==> src/rtl/shift_register.sv <==
// shift_register
//   Serial-in / serial-out shift register of N stages. Stage s[0] takes the
//   serial input on every rising clock edge and each stage passes its bit to
//   the next one, so a bit reaches the output after exactly N edges.
//
// Parameters
//   N   register length in bits, 1..64 (default 8)
//
// Ports
//   clk  in   single clock, rising edge
//   rst  in   asynchronous, active-high reset; clears every stage
//   si   in   serial data input
//   so   out  serial data output, taken straight from the last stage
//   q    out  N-bit parallel view of the stages, q[0] = newest bit
//             (present only when SHIFT_REGISTER_PAR_OUT_EN is defined)
//
// Build option
//   SHIFT_REGISTER_PAR_OUT_EN  define to add the parallel output port q.
//   The serial behaviour is the same in both builds.

module shift_register #(
    parameter int N = 8
) (
    input  logic         clk,
    input  logic         rst,
    input  logic         si,
`ifdef SHIFT_REGISTER_PAR_OUT_EN
    output logic [N-1:0] q,
`endif
    output logic         so
);

    logic [N-1:0] s;

    // A single-stage register has no s[N-2:0] slice to concatenate, so it
    // gets its own branch.
    generate
        if (N == 1) begin : g_one
            always_ff @(posedge clk or posedge rst) begin
                if (rst) begin
                    s <= '0;
                end else begin
                    s <= si;
                end
            end
        end else begin : g_multi
            always_ff @(posedge clk or posedge rst) begin
                if (rst) begin
                    s <= '0;
                end else begin
                    s <= {s[N-2:0], si};
                end
            end
        end
    endgenerate

    // The output comes from a register only, so si never reaches so
    // through combinational logic.
    assign so = s[N-1];

`ifdef SHIFT_REGISTER_PAR_OUT_EN
    assign q = s;
`endif

endmodule

==> config.mk <==
export PLATFORM = sky130hd
export DESIGN_NAME = shift_register
export DESIGN_NICKNAME = d
export VERILOG_FILES = /design/src/rtl/shift_register.sv
export SDC_FILE = /design/constraint.sdc
export NUM_CORES = 1
export LEC_CHECK = 0
export CAP_MARGIN = 30
export CORE_AREA = 2 2 39 41
export DETAILED_ROUTE_END_ITERATION = 7
export DIE_AREA = 0 0 41 43
export PLACE_DENSITY = 0.43
export SLEW_MARGIN = 20
export SYNTH_ARGS = -nofsm -noshare
export SYNTH_HDL_FRONTEND = slang
export SYNTH_SLANG_ARGS = --single-unit
==> constraint.sdc <==
create_clock -name clk -period 0.8 [get_ports clk]
set_input_delay 0.08 -clock clk [delete_from_list [all_inputs] [get_ports clk]]
set_output_delay 0.08 -clock clk [all_outputs]
set_load 0.03 [all_outputs]
==> Yosys cells after proc, flatten, opt, wreduce, memory -nomap -nowiden <==
Cells that the tools add are included.
{ "totals": {"out_inout_bits": 1, "inputBits": 3, "elab_cells": 1, "reg_bits": 8} }

==> Depth between registers and ports, before layout <==
{ "logic_depth": {"word_depth": 0, "mapped_depth": 1, "ltp_nobuf": 1} }

==> Least setup slack after synthesis <==
OpenSTA, ideal clock, no wires.
{ "synth_timing": {"kind": "register -> output", "start": "register s[7]", "end": "output so", "setup_slack_ps": 253, "arrival_time_ps": 467, "required_ps": 720, "path_stages_with_launch": 1, "path_cell_list": "dfrtp_1"} }
{ "synth_lines": {"columns": ["element", "line", "source"], "rows": [
  ["from (decl)", "33", "logic [N-1:0] s;"],
  ["from (signal assigned)", "51", "s <= {s[N-2:0], si};"],
  ["to (decl)", "30", "output logic so"]
]} }
No word-level cell between the ends.

==> Final worst setup path <==
{ "layout_timing": {"start": "register s[7]", "end": "output so"} }
No word-level cell between the ends.

==> results_dict.tcl <==
set metrics [dict create \
    synth_ff_type "dfrtp_1" \
    slowest_delay_ps 370 \
    clock_sink_count 8 \
    htree_levels 1 \
    wl_per_cell_um 7.45 \
    clock_latency_ps 250 \
    yosysUniqueCellTypes 2 \
    crit_family "flip-flops" \
    critPathCaptureType "output port" \
    fin_cells 31 \
    area_growth_pct 36.2 \
    place_congestion 0.579 \
    track_usage 0.0439 \
    ir_worst_vdd_uv 1280 \
    grt_max_degree 9 \
    period_share 1.04 \
    largest_reg_flops 8 \
    syn_inst 9 \
    cp_data_arrival_time_ps 750 \
    critPathRequiredTime_ps 720 \
    critPathMaxFanout 1 \
    die_w_um 41 \
    grt_antenna_before_repair 0 \
    async_flop_share 1.00 \
    outcome "finished with violations" \
    ys_ff_latch 8 \
    first_pass_iters 1 \
    intPower_mw 0.610 \
    netlist_area_um2 204 \
    setup_ws_ps -32.0 \
    synth_top_area_cell "dfrtp_1" \
    drive_gt1_frac 0.267 \
    sequentialPowerShare 0.577 \
    dp.cells 28 \
    synth_top_area_frac 0.982 \
    numCtsBuffers 3 \
    utilization 0.201 \
    critPathKind "reg2out" \
    cp_slowest_cell "dfrtp_1" \
    multi_input_comb_area_um2 0 \
    avgSynthCellArea_um2 22.7 \
    clockPowerShare 0.386 \
    clockBufferDepth 2 \
    synthesis.nets 12 \
    min_path_type "in2async" \
    tightestPinTransition_ps 277 \
    fin_setup_tns_ps -32.0 \
    postCtsSetupRepairBufs 0 \
    crit_chain "buf_6" \
    synth.area.top_cells "dfrtp_1, inv_1" \
    finalHoldViolations 0 \
    viasPerCell 2.74 \
    initial_core_util 0.147 \
    n_antenna_cell 0 \
    synth_common_cells "dfrtp_1, inv_1" \
    yosys_warnings 0 \
    min_period_ps 832 \
    die_area_um2 1760 \
    dieHeight_um 43 \
    totalWireLength_um 231 \
    switchingPower_mw 0.139 \
    seq_area_um2 200 \
    reg.largest.list "s: 8 flops" \
    failed_checks "negative setup slack" \
    final_antenna_net_count 0 \
    maxCapViolations 0 \
    nMultiInputCombCells 0 \
    rows 14 \
    combPwrFrac 0.037 \
    switching_share 0.186 \
    ys_seq_area_frac 0.982 \
    critical_path.startpoint_type "register" \
    yosysMostFrequentCell "dfrtp_1" \
    max_freq_mhz 1200 \
    setup_violations 1 \
    drt-initial-drc-count 0 \
    clock-root-buffer "clkbuf_4" \
    holdBufCountCts 0 \
    grt_pass1_vias 89 \
    final_nets 20 \
    p_leak_nw 0.126 \
    finalMaxSlewViolations 0 \
    cts_tree "yes" \
    fin_skew_ps 4.69 \
    vias 85 \
    synth-edff-count 0 \
    powerDensity_nw_per_um2 2700 \
    n_fill_cell 143 \
    slew_headroom 0.815 \
    drcViolationCount 0 \
    critPathBufInv 1 \
    gr-total-overflow 0 \
    largest_register "s" \
    port_buffers 3 \
    num_io_pins 4 \
    grt_pass1_wl_um 386 \
    rsz0062_at_grt "yes" \
    core-area_um2 1380 \
    clk_pin_slew_ps 50 \
]
final cells by class:
class / count / share of cell area
well taps: 16 / 0.0721
repair buffers: 3 / 0.113
clock buffers: 3 / 0.0811
flip-flops and latches: 8 / 0.721
inverters: 1 / 0.0135
repair_timing:
item / CTS / global route
gates resized for setup: 1 / 0
pin swaps: 0 / 0
setup endpoints to repair: 1 / 1
layer usage:
layer  global-route usage  up-vias  wire (um)
met5                    0        -          0
met4               0.0400        0          0
li1                     -       38          -
met3               0.0785        0         52
met2               0.0250        7         80
met1               0.0476       40         98
cell families (layout without fill, tap and decap cells):
| kind of cell | count (synthesis) | after routing | share of synthesized area |
|---|---|---|---|
| DFF | 8 | 8 | 0.982 |
| buffers and inverters | 1 | 7 | 0.0184 |
placed cells by master (no fill, tap or decap), drive strengths merged:
cell           synthesis  final
buf                    0      1
inv                    1      1
clkdlybuf4s50          0      2
clkbuf                 0      3
dfrtp                  8      8
per-stage QoR:
| step | hold slack (ps) | area (um2) | setup slack (ps) | power (mW) |
|---|---|---|---|---|
| floorplan | -104 | 204 | 253 | 0.447 |
| CTS | 70.8 | 278 | -45.5 | 0.767 |
| global route | 94.1 | 278 | -61.1 | 0.800 |
| finish | 69.1 | 278 | -32.0 | 0.749 |
| detailed placement | 331 | 251 | 203 | 0.464 |
| global placement | 323 | 251 | 206 | 0.463 |
power groups by stage:
stage	Clock, mW	Combinational [mW]	Sequential [mW]
finish	0.289	0.0276	0.432
global route	0.336	0.0314	0.433
CTS	0.307	0.0283	0.432
detailed placement	0	0.0265	0.438
global placement	0	0.0259	0.437
floorplan	0	0.00631	0.441
final timing paths:
kind,endpoint,from,cells past startpoint,slack (ps)
setup / recovery,so,s[7],1,-30
hold / removal,s[6],rst,2,70
setup reg to reg,s[2],s[1],0,320
hold reg to reg,s[5],s[4],0,350
max in group asynchronous,s[4],rst,2,510
min in group clk,s[0],si,1,270
Note: power is estimated with default switching activity, not from simulation.
==> RTL change 1, RTL diff (config.mk and constraints unchanged) <==
The option `SHIFT_REGISTER_PAR_OUT_EN` is turned on by a define.
--- a/src/rtl/shift_register.sv
+++ b/src/rtl/shift_register.sv
@@ -18,4 +18,6 @@
 //   SHIFT_REGISTER_PAR_OUT_EN  define to add the parallel output port q.
 //   The serial behaviour is the same in both builds.
+
+`define SHIFT_REGISTER_PAR_OUT_EN
 
 module shift_register #(
Function (old outputs only; new: q): kept (equiv_simple and equiv_induct, registers matched by name and starting in step).
==> RTL change 1 against the unedited design <==
Fmax shrank 5.1%. Wire length increased by 96%. Non-clock buffer count is 12 higher. The flow still finishes with violations (setup timing). Critical path depth unchanged. Design area grew 43%. Cell count is 39% higher. Highest routed layer unchanged. Synthesized area increased by 3.7%. Sequential cell count unchanged. Worst setup slack got worse by 44 ps. First-iteration DRC count stayed put.
Power is not compared: it rests on default switching activity, and its combinational part moved more than twofold at a synthesized area within 25%.
==> RTL change 1: results (changes against the unedited design) <==
Pwr
  – P_leak: between 0.15 and 0.2 nW
  – Peak VDD IR: roughly 0.00088 V
  – Sw frac: 23.9%

Placed design
  – Placer congestion estimate: 0.538 (-7.1%)
  – Port bufs: 11 (+8)
  – Post-DP HPWL: between 300 and 400 um

Synthesis
  – Syn nets: 13 (+1)
  – Synth top area cells: dfrtp_1, buf_4, inv_1
  – Most frequent cells after synthesis: dfrtp_1, buf_4, inv_1
  – Yosys warns: 0 (unchanged)
  – Post-synth cell types: 3 (+1)
  – Async set or reset register ratio after synthesis: 100% (unchanged)
  – Sequential fraction of the synthesis area: 94.7% (-3.5 points)

STA
  – Actual slew at the worst max-slew pin: 292 ps (+14.3 ps)
  – Clock Skew: 4.32 ps (-0.369 ps)
  – PnR worst setup slack: -76.5 ps (-44.4 ps)
  – Setup violations, final: 9 (+8)
  – Setup TNS: -551 ps (-518 ps)

Worst setup path
  – Critical-path top delay cell: dfrtp_1
  – CP top delay family: flip-flops
  – Max incr delay on CP: 400 ps (+30 ps)
  – Worst Path Arrival: 800 ps (+50 ps)
  – Worst-path fanout max: 2 (+1)

Finish
  – Max reg flops: 8 (unchanged)
  – Fillcell total: 140 (-2.1%)
  – Multi-input comb cells: 0 (unchanged)
  – # diodes: 0 (unchanged)
  – Fraction of layout cells with a size suffix above 1: 59.3% (+33 points)
  – Final #Nets: 32 (+60%)

Status
  – Failing checks: setup timing
  – Outcome: finished, violations left

GRT
  – GRT Resource Usage Total: 7.01% (+2.6 points)
  – Initial antenna violation count: 0 (unchanged)
  – First-pass GRT wire length: 696 um (+80%)
  – Largest net degree at the start of global routing: 9 (unchanged)
  – Vias in the first global route: 156 (+75%)
  – GRT overflow: 0 (unchanged)

Route
  – Drt first-iter violations: 0 (unchanged)
  – Drt wl/cell: 10.5 um (+41%)
  – 1st-pass router iterations: 1 (unchanged)
  – Drt via density: 3.44 (+26%)

Min path
  – Min-Delay Path Class: input pin to async pin

Clock tree
  – Num CTS Buffers: 3 (unchanged)
  – Worst-path clk slew: 50 ps (about the same)
  – Clk_lat worst skew: 250 ps (about the same)
  – Max Root-Sink Buffers: 2 (unchanged)
  – Htree depth: 1 (unchanged)
  – CTS root buf: clkbuf_4
[RTL change 1: logic make-up after synthesis]
family	synth area share [%]
DFF	94.7
buffers and inverters	5.33
[RTL change 1: path summary, 6_finish.rpt]
path | from | endpoint | slack [ps] | depth (start not counted)
worst min register to register | q[3] | q[4] | 390 | 0
max in group asynchronous | rst | q[0] | 500 | 2
worst max register to register | q[4] | q[5] | 60 | 2
worst min-delay path | rst | q[7] | 70 | 2
worst max-delay path | q[7] | so | -80 | 1
min in group clk | si | q[0] | 270 | 1
[RTL change 1: metal layers]
layer | vias to the layer above | global-route usage (%) | wire length [um]
met5 | - | 0 | 0
met4 | 0 | 4.00 | 0
met3 | 0 | 7.85 | 66
met2 | 14 | 9.38 | 213
met1 | 71 | 6.00 | 173
li1 | 63 | - | -
[RTL change 1: layout make-up]
type                  count  area [um^2]  area share (%)
Clock buffer              3         22.5            5.66
Inverter                  1         3.75           0.943
Sequential cell           8          200            50.3
Tap cell                 16         20.0            5.03
Timing Repair Buffer     15          151            38.1
[RTL change 1: through the flow]
step           setup slack [ps]  std cells  power [W]  area (um^2)
2_1_floorplan              16.7         10   0.000500          211
3_3_place_gp                194         36   0.000546          312
3_5_place_dp                168         36   0.000550          312
4_1_cts                   -97.2         41   0.000885          383
5_1_grt                    -112         43   0.000929          398
6_report                  -76.5         43   0.000868          398
[RTL change 1: power groups by stage]
stage	Combinational, W	Sequential [W]	Clock (W)
3_5_place_dp	0.000104	0.000445	0
6_report	0.000132	0.000442	0.000294
5_1_grt	0.000140	0.000444	0.000345
2_1_floorplan	0.0000155	0.000484	0
3_3_place_gp	0.000103	0.000442	0
4_1_cts	0.000127	0.000442	0.000316
[RTL change 1: what timing repair did]
item,4_1_cts,5_1_grt
buffers inserted,2,2
gates resized for setup,9,0
endpoints found under the setup margin,9,9
==> RTL change 2, RTL diff (same flow settings) <==
Without the edit above. Register the input `si` before use, with the module's reset. The logic sees it one clock later.
--- a/src/rtl/shift_register.sv
+++ b/src/rtl/shift_register.sv
@@ -31,4 +31,14 @@
 );
 
+    logic si_q;
+
+    always_ff @(posedge clk or posedge rst) begin
+        if (rst) begin
+            si_q <= '0;
+        end else begin
+            si_q <= si;
+        end
+    end
+
     logic [N-1:0] s;
 
@@ -41,5 +51,5 @@
                     s <= '0;
                 end else begin
-                    s <= si;
+                    s <= si_q;
                 end
             end
@@ -49,5 +59,5 @@
                     s <= '0;
                 end else begin
-                    s <= {s[N-2:0], si};
+                    s <= {s[N-2:0], si_q};
                 end
             end
Check against the original RTL: not equivalent (a bounded check fails within 10 cycles, from zero or initial values and one cycle with rst high).
==> RTL change 2 against the unedited design <==
The flow still finishes with violations (setup timing). Wire length up 30%. Worst setup slack worse by 11 ps. Sequential cell count up 1. Synthesized cell count up 11%. Synthesized area up 12%. Design area up 10%. First-iteration DRC count unchanged. Clock skew down 3.7 ps. Sequential share of layout area up 1.4 points. Clock power up 18%. Critical path depth unchanged. Total power up 14%. Cell count up 6.5%. Critical path type unchanged.
==> RTL change 2: results (changes against the unedited design) <==
Clock tree
  – Post-CTS Resized: 1 (unchanged)
  – Clk_lat worst skew: 250 ps (about the same)
  – Htree depth: 1 (unchanged)
  – Max Root-Sink Buffers: 2 (unchanged)
  – Postcts setup bufs: 0 (unchanged)

Status
  – Failing checks: setup timing
  – Outcome: finished, violations left

Synthesis
  – Most frequent cells after synthesis: dfrtp_1, inv_1
  – Sequential fraction of the synthesis area: 98.4% (+0.20 points)
  – Syn nets: 13 (+1)
  – Yosys warns: 0 (unchanged)
  – Dominant synthesized flop cell: dfrtp_1
  – Synth top area cells: dfrtp_1, inv_1
  – Post-synth cell types: 2 (unchanged)
  – Async set or reset register ratio after synthesis: 100% (unchanged)

STA
  – Setup TNS: -42.6 ps (-10.6 ps)
  – Clock Skew: 0.997 ps (-3.69 ps)
  – Worst rel slew slack: 77.7% (-3.8 points)
  – Setup violations, final: 1 (unchanged)
  – PnR worst setup slack: -42.6 ps (-10.6 ps)

Pwr
  – P_leak: 0.139 nW (+10%)
  – Peak VDD IR: 0.000712 V (-44%)

Route
  – 1st-pass router iterations: 1 (unchanged)
  – Via count: 91 (+7.1%)
  – Total Wirelength: 301 um (+30%)
  – Drt first-iter violations: 0 (unchanged)

Worst setup path
  – Max incr delay on CP: 370 ps (about the same)
  – Worst Path Arrival: between 700 and 800 ps

GRT
  – Vias in the first global route: 100 (+12%)
  – Initial antenna violation count: 0 (unchanged)
  – First-pass GRT wire length: 483 um (+25%)
  – GRT Resource Usage Total: 5.21% (+0.82 points)
  – Largest net degree at the start of global routing: 10 (+1)

Min path
  – Min-Delay Path Class: input pin to async pin

Finish
  – Regs by FF count: s (8), si_q (1)
  – Final #Nets: 21 (+5.0%)
  – Fraction of layout cells with a size suffix above 1: 23.5% (-3.1 points)

Placed design
  – Placer congestion estimate: 0.569 (-1.7%)
  – Post-DP HPWL: approximately 170 um
  – Port bufs: 3 (unchanged)
[RTL change 2: cell count changes after synthesis]
cell,before,now
dfrtp_1,8,9
[RTL change 2: layout make-up]
cell class / instances / area (um^2)
Timing Repair Buffer: 3 / 31.3
Sequential cell: 9 / 225
Inverter: 1 / 3.75
Fill cell: 147 / 1080
Tap cell: 16 / 20.0
Clock buffer: 4 / 26.3
[RTL change 2: logic make-up (layout without fill, tap and decap cells)]
group / count (synthesis) / count (layout) / share of synthesized area [%]
buf+inv: 1 / 8 / 1.64
flops: 9 / 9 / 98.4
[RTL change 2: worst paths after layout]
kind	startpoint	endpoint	slack, ps
worst min-delay path	rst	s[2]	80
worst max-delay path	s[7]	so	-40
min in group clk	si	si_q	260
max in group asynchronous	rst	s[6]	470
worst max register to register	s[1]	s[2]	320
worst min register to register	si_q	s[0]	350
[RTL change 2: metal layers]
| metal | up-vias | track usage [%] | share of wire [%] | routed length, um |
|---|---|---|---|---|
| met2 | 4 | 3.75 | 35 | 106 |
| met4 | 0 | 6.00 | 0 | 0 |
| met3 | 0 | 6.28 | 11 | 32 |
| met1 | 45 | 6.12 | 54 | 162 |
| li1 | 42 | - | - | - |
| met5 | - | 0 | 0 | 0 |
[RTL change 2: through the flow]
step	setup slack [ps]	instances	area, um^2	hold WS [ps]	power [W]
after floorplan	253	10	229	-92.1	0.000503
after global placement	202	29	277	338	0.000519
after detailed placement	188	29	277	335	0.000520
after CTS	-63.4	33	307	80.0	0.000879
after global routing	-73.9	33	307	94.0	0.000910
final	-42.6	33	307	84.0	0.000855
[RTL change 2: report_power, final]
group / switching [W] / leakage, nW / internal [W]
logic: 0.0000156 / 0.0192 / 0.0000136
clock network: 0.000150 / 0.0150 / 0.000192
registers: 0.00000677 / 0.105 / 0.000478
total: 0.000172 / 0.139 / 0.000683
